--- src/rtl/dvs_evt_gen.sv ---
// Emulated DVS event source: walks {chan, y, x, pol} and emits one keyed event per period.
// Optional drop counter (tick lost while an event is pending) when DVS_EVT_GEN_DROP_CNT_EN is defined.
module dvs_evt_gen #(
   parameter int NCH      = 2,
   parameter int XBITS    = 8,
   parameter int YBITS    = 8,
   parameter int PERIOD_W = 16,
   parameter int CBITS    = (NCH > 1) ? $clog2(NCH) : 1
) (
   input  logic                clk,
   input  logic                reset,
   input  logic                enable_in,
   input  logic [PERIOD_W-1:0] period_in,
   input  logic [31:0]         key_base_in,
   output logic [31:0]         evt_data_out,
   output logic                evt_vld_out,
   input  logic                evt_rdy_in,
   output logic [CBITS-1:0]    evt_chan_out,
`ifdef DVS_EVT_GEN_DROP_CNT_EN
   output logic [15:0]         drop_cnt_out,
`endif
   output logic [31:0]         evt_cnt_out
);

   localparam int                  PBITS   = 1 + XBITS + YBITS + CBITS;
   localparam logic [CBITS-1:0]    CH_LAST = CBITS'(NCH - 1);
   localparam logic [CBITS-1:0]    CH_ONE  = CBITS'(1'b1);
   localparam logic [XBITS-1:0]    X_ONE   = XBITS'(1'b1);
   localparam logic [YBITS-1:0]    Y_ONE   = YBITS'(1'b1);
   localparam logic [PERIOD_W-1:0] P_ONE   = PERIOD_W'(1'b1);
   localparam logic [PERIOD_W-1:0] P_ZERO  = {PERIOD_W{1'b0}};
`ifdef DVS_EVT_GEN_DROP_CNT_EN
   localparam bit CNT_IN_SEND = 1'b1;
`else
   localparam bit CNT_IN_SEND = 1'b0;
`endif

   generate
      if (PBITS > 32) begin : g_key_width_check
         $error("dvs_evt_gen: 1 + XBITS + YBITS + CBITS must not exceed 32");
      end
      if ((NCH < 1) || (NCH > 16)) begin : g_nch_check
         $error("dvs_evt_gen: NCH must be in 1..16");
      end
   endgenerate

   typedef enum logic [1:0] {
      S_IDLE = 2'd0,
      S_WAIT = 2'd1,
      S_SEND = 2'd2
   } state_t;

   state_t              r_state;
   state_t              w_next;
   logic [PERIOD_W-1:0] r_period_cnt;
   logic [PERIOD_W-1:0] w_limit_m1;
   logic                w_cnt_run;
   logic                w_tick;
   logic                w_hs;
   logic                w_capture;
   logic [CBITS-1:0]    r_chan;
   logic [XBITS-1:0]    r_x;
   logic [YBITS-1:0]    r_y;
   logic                r_pol;
   logic [PBITS-1:0]    w_pos;
   logic [31:0]         r_data;
   logic [CBITS-1:0]    r_chan_out;
   logic [31:0]         r_evt_cnt;
`ifdef DVS_EVT_GEN_DROP_CNT_EN
   logic [15:0]         r_drop_cnt;
`endif

   // Period 0 behaves as 1; >= lets a shortened period tick at once.
   always_comb begin
      w_limit_m1 = (period_in == P_ZERO) ? P_ZERO : (period_in - P_ONE);
      w_cnt_run  = (r_state == S_WAIT) || (CNT_IN_SEND && (r_state == S_SEND));
      w_tick     = w_cnt_run && (r_period_cnt >= w_limit_m1);
      w_hs       = (r_state == S_SEND) && evt_rdy_in;
      w_capture  = (r_state == S_WAIT) && (w_next == S_SEND);
      w_pos      = {r_chan, r_y, r_x, r_pol};
   end

   always_ff @(posedge clk or posedge reset) begin
      if (reset) begin
         r_state <= S_IDLE;
      end else begin
         r_state <= w_next;
      end
   end

   always_comb begin
      w_next = r_state;
      case (r_state)
         S_IDLE: begin
            if (enable_in) w_next = S_WAIT;
            else           w_next = S_IDLE;
         end
         S_WAIT: begin
            if (!enable_in)  w_next = S_IDLE;
            else if (w_tick) w_next = S_SEND;
            else             w_next = S_WAIT;
         end
         S_SEND: begin
            if (w_hs) w_next = enable_in ? S_WAIT : S_IDLE;
            else      w_next = S_SEND;
         end
         default: w_next = S_IDLE;
      endcase
   end

   always_ff @(posedge clk or posedge reset) begin
      if (reset) begin
         r_period_cnt <= P_ZERO;
      end else if (w_next == S_IDLE) begin
         r_period_cnt <= P_ZERO;
      end else if (w_cnt_run) begin
         r_period_cnt <= w_tick ? P_ZERO : (r_period_cnt + P_ONE);
      end else begin
         r_period_cnt <= r_period_cnt;
      end
   end

   // Odometer-style advance: chan, then x, then y, then polarity.
   always_ff @(posedge clk or posedge reset) begin
      if (reset) begin
         r_chan <= {CBITS{1'b0}};
         r_x    <= {XBITS{1'b0}};
         r_y    <= {YBITS{1'b0}};
         r_pol  <= 1'b0;
      end else if (w_hs) begin
         if (r_chan == CH_LAST) begin
            r_chan <= {CBITS{1'b0}};
            r_x    <= r_x + X_ONE;
            if (&r_x) begin
               r_y <= r_y + Y_ONE;
               if (&r_y) r_pol <= ~r_pol;
            end
         end else begin
            r_chan <= r_chan + CH_ONE;
         end
      end
   end

   always_ff @(posedge clk or posedge reset) begin
      if (reset) begin
         r_data     <= 32'd0;
         r_chan_out <= {CBITS{1'b0}};
         r_evt_cnt  <= 32'd0;
      end else begin
         if (w_capture) begin
            r_data     <= key_base_in | 32'(w_pos);
            r_chan_out <= r_chan;
         end
         if (w_hs) r_evt_cnt <= r_evt_cnt + 32'd1;
      end
   end

`ifdef DVS_EVT_GEN_DROP_CNT_EN
   always_ff @(posedge clk or posedge reset) begin
      if (reset) begin
         r_drop_cnt <= 16'd0;
      end else if ((r_state == S_SEND) && w_tick && (r_drop_cnt != 16'hFFFF)) begin
         r_drop_cnt <= r_drop_cnt + 16'd1;
      end
   end
`endif

   always_comb begin
      evt_vld_out  = (r_state == S_SEND);
      evt_data_out = r_data;
      evt_chan_out = r_chan_out;
      evt_cnt_out  = r_evt_cnt;
`ifdef DVS_EVT_GEN_DROP_CNT_EN
      drop_cnt_out = r_drop_cnt;
`endif
   end

endmodule

--- config.mk ---
export PLATFORM = sky130hd
export DESIGN_NAME = dvs_evt_gen
export DESIGN_NICKNAME = d
export VERILOG_FILES = /design/src/rtl/dvs_evt_gen.sv
export SDC_FILE = /design/constraint.sdc
export NUM_CORES = 1
export LEC_CHECK = 0
export CAP_MARGIN = 10
export CORE_MARGIN = 2
export CORE_UTILIZATION = 55
export CTS_CLUSTER_SIZE = 20
export DETAILED_ROUTE_END_ITERATION = 10
export PLACE_DENSITY = 0.83
export SLEW_MARGIN = 10
export SYNTH_ARGS = -nofsm -noshare
export SYNTH_HDL_FRONTEND = slang
export SYNTH_SLANG_ARGS = --single-unit
--- constraint.sdc ---
create_clock -name clk -period 4.9 [get_ports clk]
set_input_delay 0.98 -clock clk [delete_from_list [all_inputs] [get_ports clk]]
set_output_delay 0.98 -clock clk [all_outputs]
set_load 0.02 [all_outputs]
==> reports/qor.txt, run 1 <==
Post-CTS setup buffers: 0
Post-synthesis cell count: 483
Num ports: 118
Pins Over Slew Limit: 0
Critical Path AT: 4.68 ns
Gpl congestion: 0.843
Worst clock skew: 0.0125 ns
Syn_area_per_cell: 10.8 µm²
Setup crit end kind: register
1st-iter DRT viols: 237
Total leakage power: 3.18 nW
Routed WL per cell: 15.6 µm
Flop-to-flop setup slack: 2.33 ns
Setup Total Neg Slack: 0 ns
Largest cells by area after synthesis: dfrtp_1, xnor2_1, xor2_1
Clock network power share: 0.320
Hold path startpoint: evt_cnt_out[31]
Core Box Area: 9240 µm²
Synth warnings: 0
Worst Hold Class: reg -> reg
Max VDD drop: 131 µV
CP peak stage delay: 0.56 ns
Share of post-route cells with drive strength above 1: 0.0732
Synthesized area: 5240 µm²
N_diodes: 0
Pwr/cell area: 231 nW/µm²
Filler Cell Count: 648
Peak Freq: 0.226 GHz
Yosys reg bits: 101
Worst slew pin tran: 0.955 ns
Register area: 2530 µm²
Vias per Instance: 5.31
Internal: 1.16 mW
# DRC: 0
CTS tree: done
Outcome: complete, no violations
Switch Pwr: 0.402 mW
Worst reg2reg path depth: 9
Gr usage total: 0.222
FF-to-FF Start: r_period_cnt[0]
Initial antenna violation count: 0
First-pass GRT wire length: 18300 µm
# rows: 35
Port Buffers: 117
Final Util: 0.732
Worst setup path class: in -> reg
Syn Nets: 557
Total gr overflow: 0
Seq pwr share: 0.558
Largest net degree at the start of global routing: 79
Clock Latency Late Sink: 0.36 ns
Die X-Extent: 102 µm
Clock buffer depth: 2
CP Launch Type: input port
Crit path top cell by count: a21o_1
Final min period: 4.43 ns
Register area share after synthesis: 0.482
Hold_buf cts: 0
Area grow syn2layout: 29.1%
Detailed placement HPWL: 8430 µm
Asr flop ratio synth: 1.00
RSZ-0062 raised after global routing: false
Vias in the first global route: 3960
Worst Hold Depth: 1
Initial Util: 0.567
CP max stage cell: or4_1
Rel. slew slack: 0.364
Switch share: 0.258
Cell chain of the critical path: clkdlybuf4s50_1 > or4_1 > nor4_1 > nand4b_1 > buf_4 > nand2_1 > ha_1 > a21o_1 > a21o_1 > a22oi_2 > a31oi_4 > mux2_1
Clock root cell: clkbuf_8
CTS H-tree lvls: 3
Max_cap viols: 0
DRT antenna net count: 0
Final worst-path cycle share: 0.904
CTS Buf Count: 9
Die ar.: 10300 µm²
CTS Sinks: 101
Hold Path Sink: evt_cnt_out[31]
Comb pwr share: 0.122
Routed WL: 11600 µm
Die height: 102 µm
R2r endpoint: r_period_cnt[14]
Critical Path RT: 5.15 ns
Synth Flop Type: dfrtp_1
Vias: 3950
Final Hold Vio Count: 0
CP Max Fanout: 15
Multi-input gate area: 2550 µm²
DR pass1 iterations: 4
Synth top area share: 0.482
Clock slew seen by the registers of the worst setup and hold paths: 0.11 ns
NumNets Final: 684
# setup viols final: 0
Cell variety after synth: 46
Number of enable flip-flop cells after synthesis: 0
Synth area leader: dfrtp_1
[worst max-delay path, delay by kind of cell]
kind                     cells  cell delay (ns)
buffers and inverters        2             0.67
adder cells (fa/ha/maj)      1             0.23
multiplexers                 1             0.42
AND/OR/NAND/NOR              4             1.14
AO/OA/AOI/OAI                4             1.22
[per-stage QoR]
step	area [µm²]	total power [mW]	instances	setup WS, ns	hold slack (ns)
finish	6760	1.56	744	0.470	0.481
global route	6760	1.62	744	0.236	0.481
CTS	6740	1.57	743	0.222	0.478
detailed placement	6560	1.08	727	-0.159	0.464
global placement	6560	1.07	727	0.0631	0.456
floorplan	5240	0.972	483	0.949	0.446
[kinds of logic (layout without fill, tap and decap cells)]
group | Yosys count | in the layout | share of synthesized area
simple gates | 189 | 189 | 0.199
flops | 101 | 101 | 0.482
xor+xnor | 74 | 74 | 0.124
buf+inv | 38 | 169 | 0.0342
mux | 36 | 36 | 0.0731
compound gates | 23 | 24 | 0.0346
fa+ha+maj | 22 | 22 | 0.0525
[synth_stat cells (all sizes together), types with 2 or more instances]
cell type and n:
nand3b 5, nand2 44, nand4b 3, nand2b 4
a21o 4, inv 28, or4 3, a31oi 2
clkbuf 2, nand4 20, nor4b 2, xnor2 41
o21ai 4, ha 22, mux2 18, nor4 4
and3 9, mux2i 18, buf 8, a21oi 9
xor2 33, nand3 21, dfrtp 101, nor2 42
and4 4, nor3 20, and2 3
[sequential cells by signal (all words and copies together), names as in the netlist]
name          cells
r_chan            1
r_pol             1
evt_data_out     32
evt_cnt_out      32
evt_chan_out      1
r_state           2
r_y               8
r_x               8
r_period_cnt     16
[what timing repair did]
action / 4_1_cts / 5_1_grt
resized for setup: 0 / 1
endpoints found under the setup margin: 0 / 13
endpoints found under the hold margin: 0 / 0
[worst max-delay path by stage]
stage | start | endpoint | slack (ns)
after CTS | period_in[5] | evt_data_out[14] | 0.22
final | period_in[9] | evt_data_out[18] | 0.47
after floorplan | period_in[11] | evt_data_out[19] | 0.95
after detailed placement | period_in[5] | evt_data_out[6] | -0.16
after global routing | period_in[5] | evt_data_out[14] | 0.24
after global placement | period_in[5] | evt_data_out[0] | 0.06
[routing by layer]
metal	global-route usage	part of all wire	up-vias
met5	0	0	-
met4	0.0603	0.014	0
met3	0.0352	0.049	12
met2	0.391	0.50	119
met1	0.284	0.44	1901
li1	-	-	1918
[layout by cell type, fill, tap and decap left out, types with 2 or more instances in the layout]
cell / count
clkdlybuf4s50_1: 117
dfrtp_1: 101
nand2_1: 44
nor2_1: 42
xnor2_1: 41
xor2_1: 33
inv_1: 27
ha_1: 22
nand3_1: 21
nand4_1: 19
nor3_1: 19
mux2i_1: 18
mux2_1: 11
clkbuf_8: 10
and3_1: 9
a21oi_1: 9
buf_4: 8
mux2_2: 7
and4_1: 4
a21o_1: 4
o21ai_0: 4
nand2b_1: 4
nand3b_1: 4
nor4_1: 3
and2_1: 3
a31oi_4: 2
nand4b_1: 2
or4_4: 2
nor4b_4: 2
inv_6: 2
clkinvlp_4: 2
[area by class of cell]
cell class	instances	share of cell area
clock inverters	5	0.00610
well taps	129	0.0239
multi-input cells	345	0.378
flip-flops and latches	101	0.374
clock buffers	11	0.0209
inverters	28	0.0159
repair buffers	125	0.182
[power groups by stage]
stage | registers, mW | clock network [mW] | logic [mW]
finish | 0.870 | 0.499 | 0.190
detailed placement | 0.887 | 0 | 0.192
global route | 0.873 | 0.537 | 0.208
CTS | 0.870 | 0.505 | 0.193
global placement | 0.885 | 0 | 0.187
floorplan | 0.908 | 0 | 0.0642
No activity file was read; power rests on OpenSTA's default activity.
==> inputs of run 2 (changes only) <==
Settings changed: CTS_BUF_LIST set to sky130_fd_sc_hd__clkbuf_16, SKIP_CTS_REPAIR_TIMING set to 1.
==> reports/qor.txt, run 2 (synthesized netlist as in run 1, its figures left out) <==
Vias per Instance: 5.37
Worst reg2reg path depth: 9
Gpl congestion: 0.843
Clock Latency Late Sink: 0.34 ns
Outcome: complete, no violations
N_diodes: 0
Routed WL per cell: 15.6 µm
CP peak stage delay: 0.56 ns
Cell chain of the critical path: clkdlybuf4s50_1 > or4_1 > nor4_1 > nand4b_1 > buf_4 > nand2_1 > ha_1 > a21o_1 > a21o_1 > a22oi_2 > a31oi_4 > mux2_1
First-pass GRT wire length: 18300 µm
DP Worst Slack: -0.159 ns
Largest net degree at the start of global routing: 79
Seq pwr share: 0.505
Num ports: 118
Critical Path AT: 4.67 ns
Worst slew pin tran: 0.955 ns
Die ar.: 10300 µm²
Clock network power share: 0.384
Initial antenna violation count: 0
Pwr/cell area: 251 nW/µm²
Worst clock skew: 0.00882 ns
DR pass1 iterations: 5
Worst Hold Depth: 1
Final hold slack: 0.474 ns
Crit path top cell by count: a21o_1
Rel. slew slack: 0.363
Commonest non-fill, non-tap cell in the layout: clkdlybuf4s50_1
# rows: 35
CTS H-tree lvls: 3
Clock root cell: clkbuf_16
Setup crit end kind: register
Gr usage total: 0.220
Comb pwr share: 0.111
Final worst-path cycle share: 0.909
Total leakage power: 3.22 nW
Flop-to-flop setup slack: 2.32 ns
FF-to-FF Start: r_period_cnt[0]
Core Box Area: 9240 µm²
Max VDD drop: 184 µV
Post-layout worst setup margin: 0.447 ns
Initial Util: 0.567
RSZ-0062 raised after global routing: false
CP Max Fanout: 15
Final Hold Vio Count: 0
CP max stage cell: or4_1
DRT antenna net count: 0
Switch share: 0.246
Final Util: 0.742
Max_cap viols: 0
Pins Over Slew Limit: 0
Layout Cells excl Fill: 744
CTS tree: done
Hold path startpoint: evt_cnt_out[31]
Placed Cells incl. Taps: 727
# DRC: 0
Die X-Extent: 102 µm
Final min period: 4.45 ns
Worst setup path class: in -> reg
Peak Freq: 0.225 GHz
Vias: 3998
Port Buffers: 117
DP Area: 6560 µm²
1st-iter DRT viols: 211
Clock slew seen by the registers of the worst setup and hold paths: 0.07 ns
CTS Buf Count: 9
Area grow syn2layout: 30.9%
Critical Path RT: 5.12 ns
Hold Path Sink: evt_cnt_out[31]
Routed WL: 11600 µm
# setup viols final: 0
Share of post-route cells with drive strength above 1: 0.0715
Die height: 102 µm
R2r endpoint: r_period_cnt[13]
Internal: 1.30 mW
Clock buffer depth: 2
CTS Sinks: 101
Detailed placement HPWL: 8430 µm
Design area: 6860 µm²
Worst Hold Class: reg -> reg
Total gr overflow: 0
Switch Pwr: 0.424 mW
NumNets Final: 684
CP Launch Type: input port
Vias in the first global route: 3942
Most frequent cells in the layout: clkdlybuf4s50_1, dfrtp_1, nand2_1
[run 2: cell types whose count changed in the layout (fill, tap and decap cells not counted), sizes merged]
cell and delta:
clkbuf -2, clkinv +1, inv +1
[run 2: final cells by class]
class / count / area [µm²]
Timing Repair Buffer: 125 / 1230
Inverter: 28 / 108
Sequential cell: 101 / 2530
Fill cell: 639 / 2380
Clock inverter: 7 / 48.8
Tap cell: 129 / 161
Clock buffer: 9 / 225
Multi-Input combinational cell: 345 / 2550
[run 2: worst max path at each step]
stage                                   to  cells after the start  slack, ns     startpoint
after CTS                  evt_data_out[1]                     13       0.18   period_in[5]
after global placement     evt_data_out[0]                     13       0.06   period_in[5]
final                     evt_data_out[19]                     12       0.45   period_in[9]
after detailed placement   evt_data_out[6]                     13      -0.16   period_in[5]
after floorplan           evt_data_out[19]                     12       0.95  period_in[11]
after global routing      evt_data_out[14]                     13       0.19   period_in[9]
[run 2: critical path, delay by kind of cell]
family                     cells  cell delay [ns]
buffers and inverters          2             0.67
AOI/OAI and AO/OA              4             1.22
adders and majority gates      1             0.23
and+or+nand+nor                4             1.14
muxes                          1             0.42
[run 2: power by group through the flow]
stage          clock (mW)  sequential [mW]  combinational [mW]
5_1_grt             0.704            0.873               0.209
6_report            0.662            0.871               0.191
4_1_cts             0.669            0.871               0.193
3_3_place_gp            0            0.885               0.187
3_5_place_dp            0            0.887               0.192
2_1_floorplan           0            0.908              0.0642
[run 2: per-stage QoR]
step	TNS [ns]	power [mW]
global placement	0	1.07
finish	0	1.72
CTS	0	1.73
detailed placement	-3.13	1.08
global route	0	1.79
floorplan	0	0.972
[run 2: layer usage]
layer | GRT usage | routed length (µm)
met5 | 0 | 0
met4 | 0.0437 | 96
met3 | 0.0311 | 505
met2 | 0.396 | 5940
met1 | 0.285 | 5070
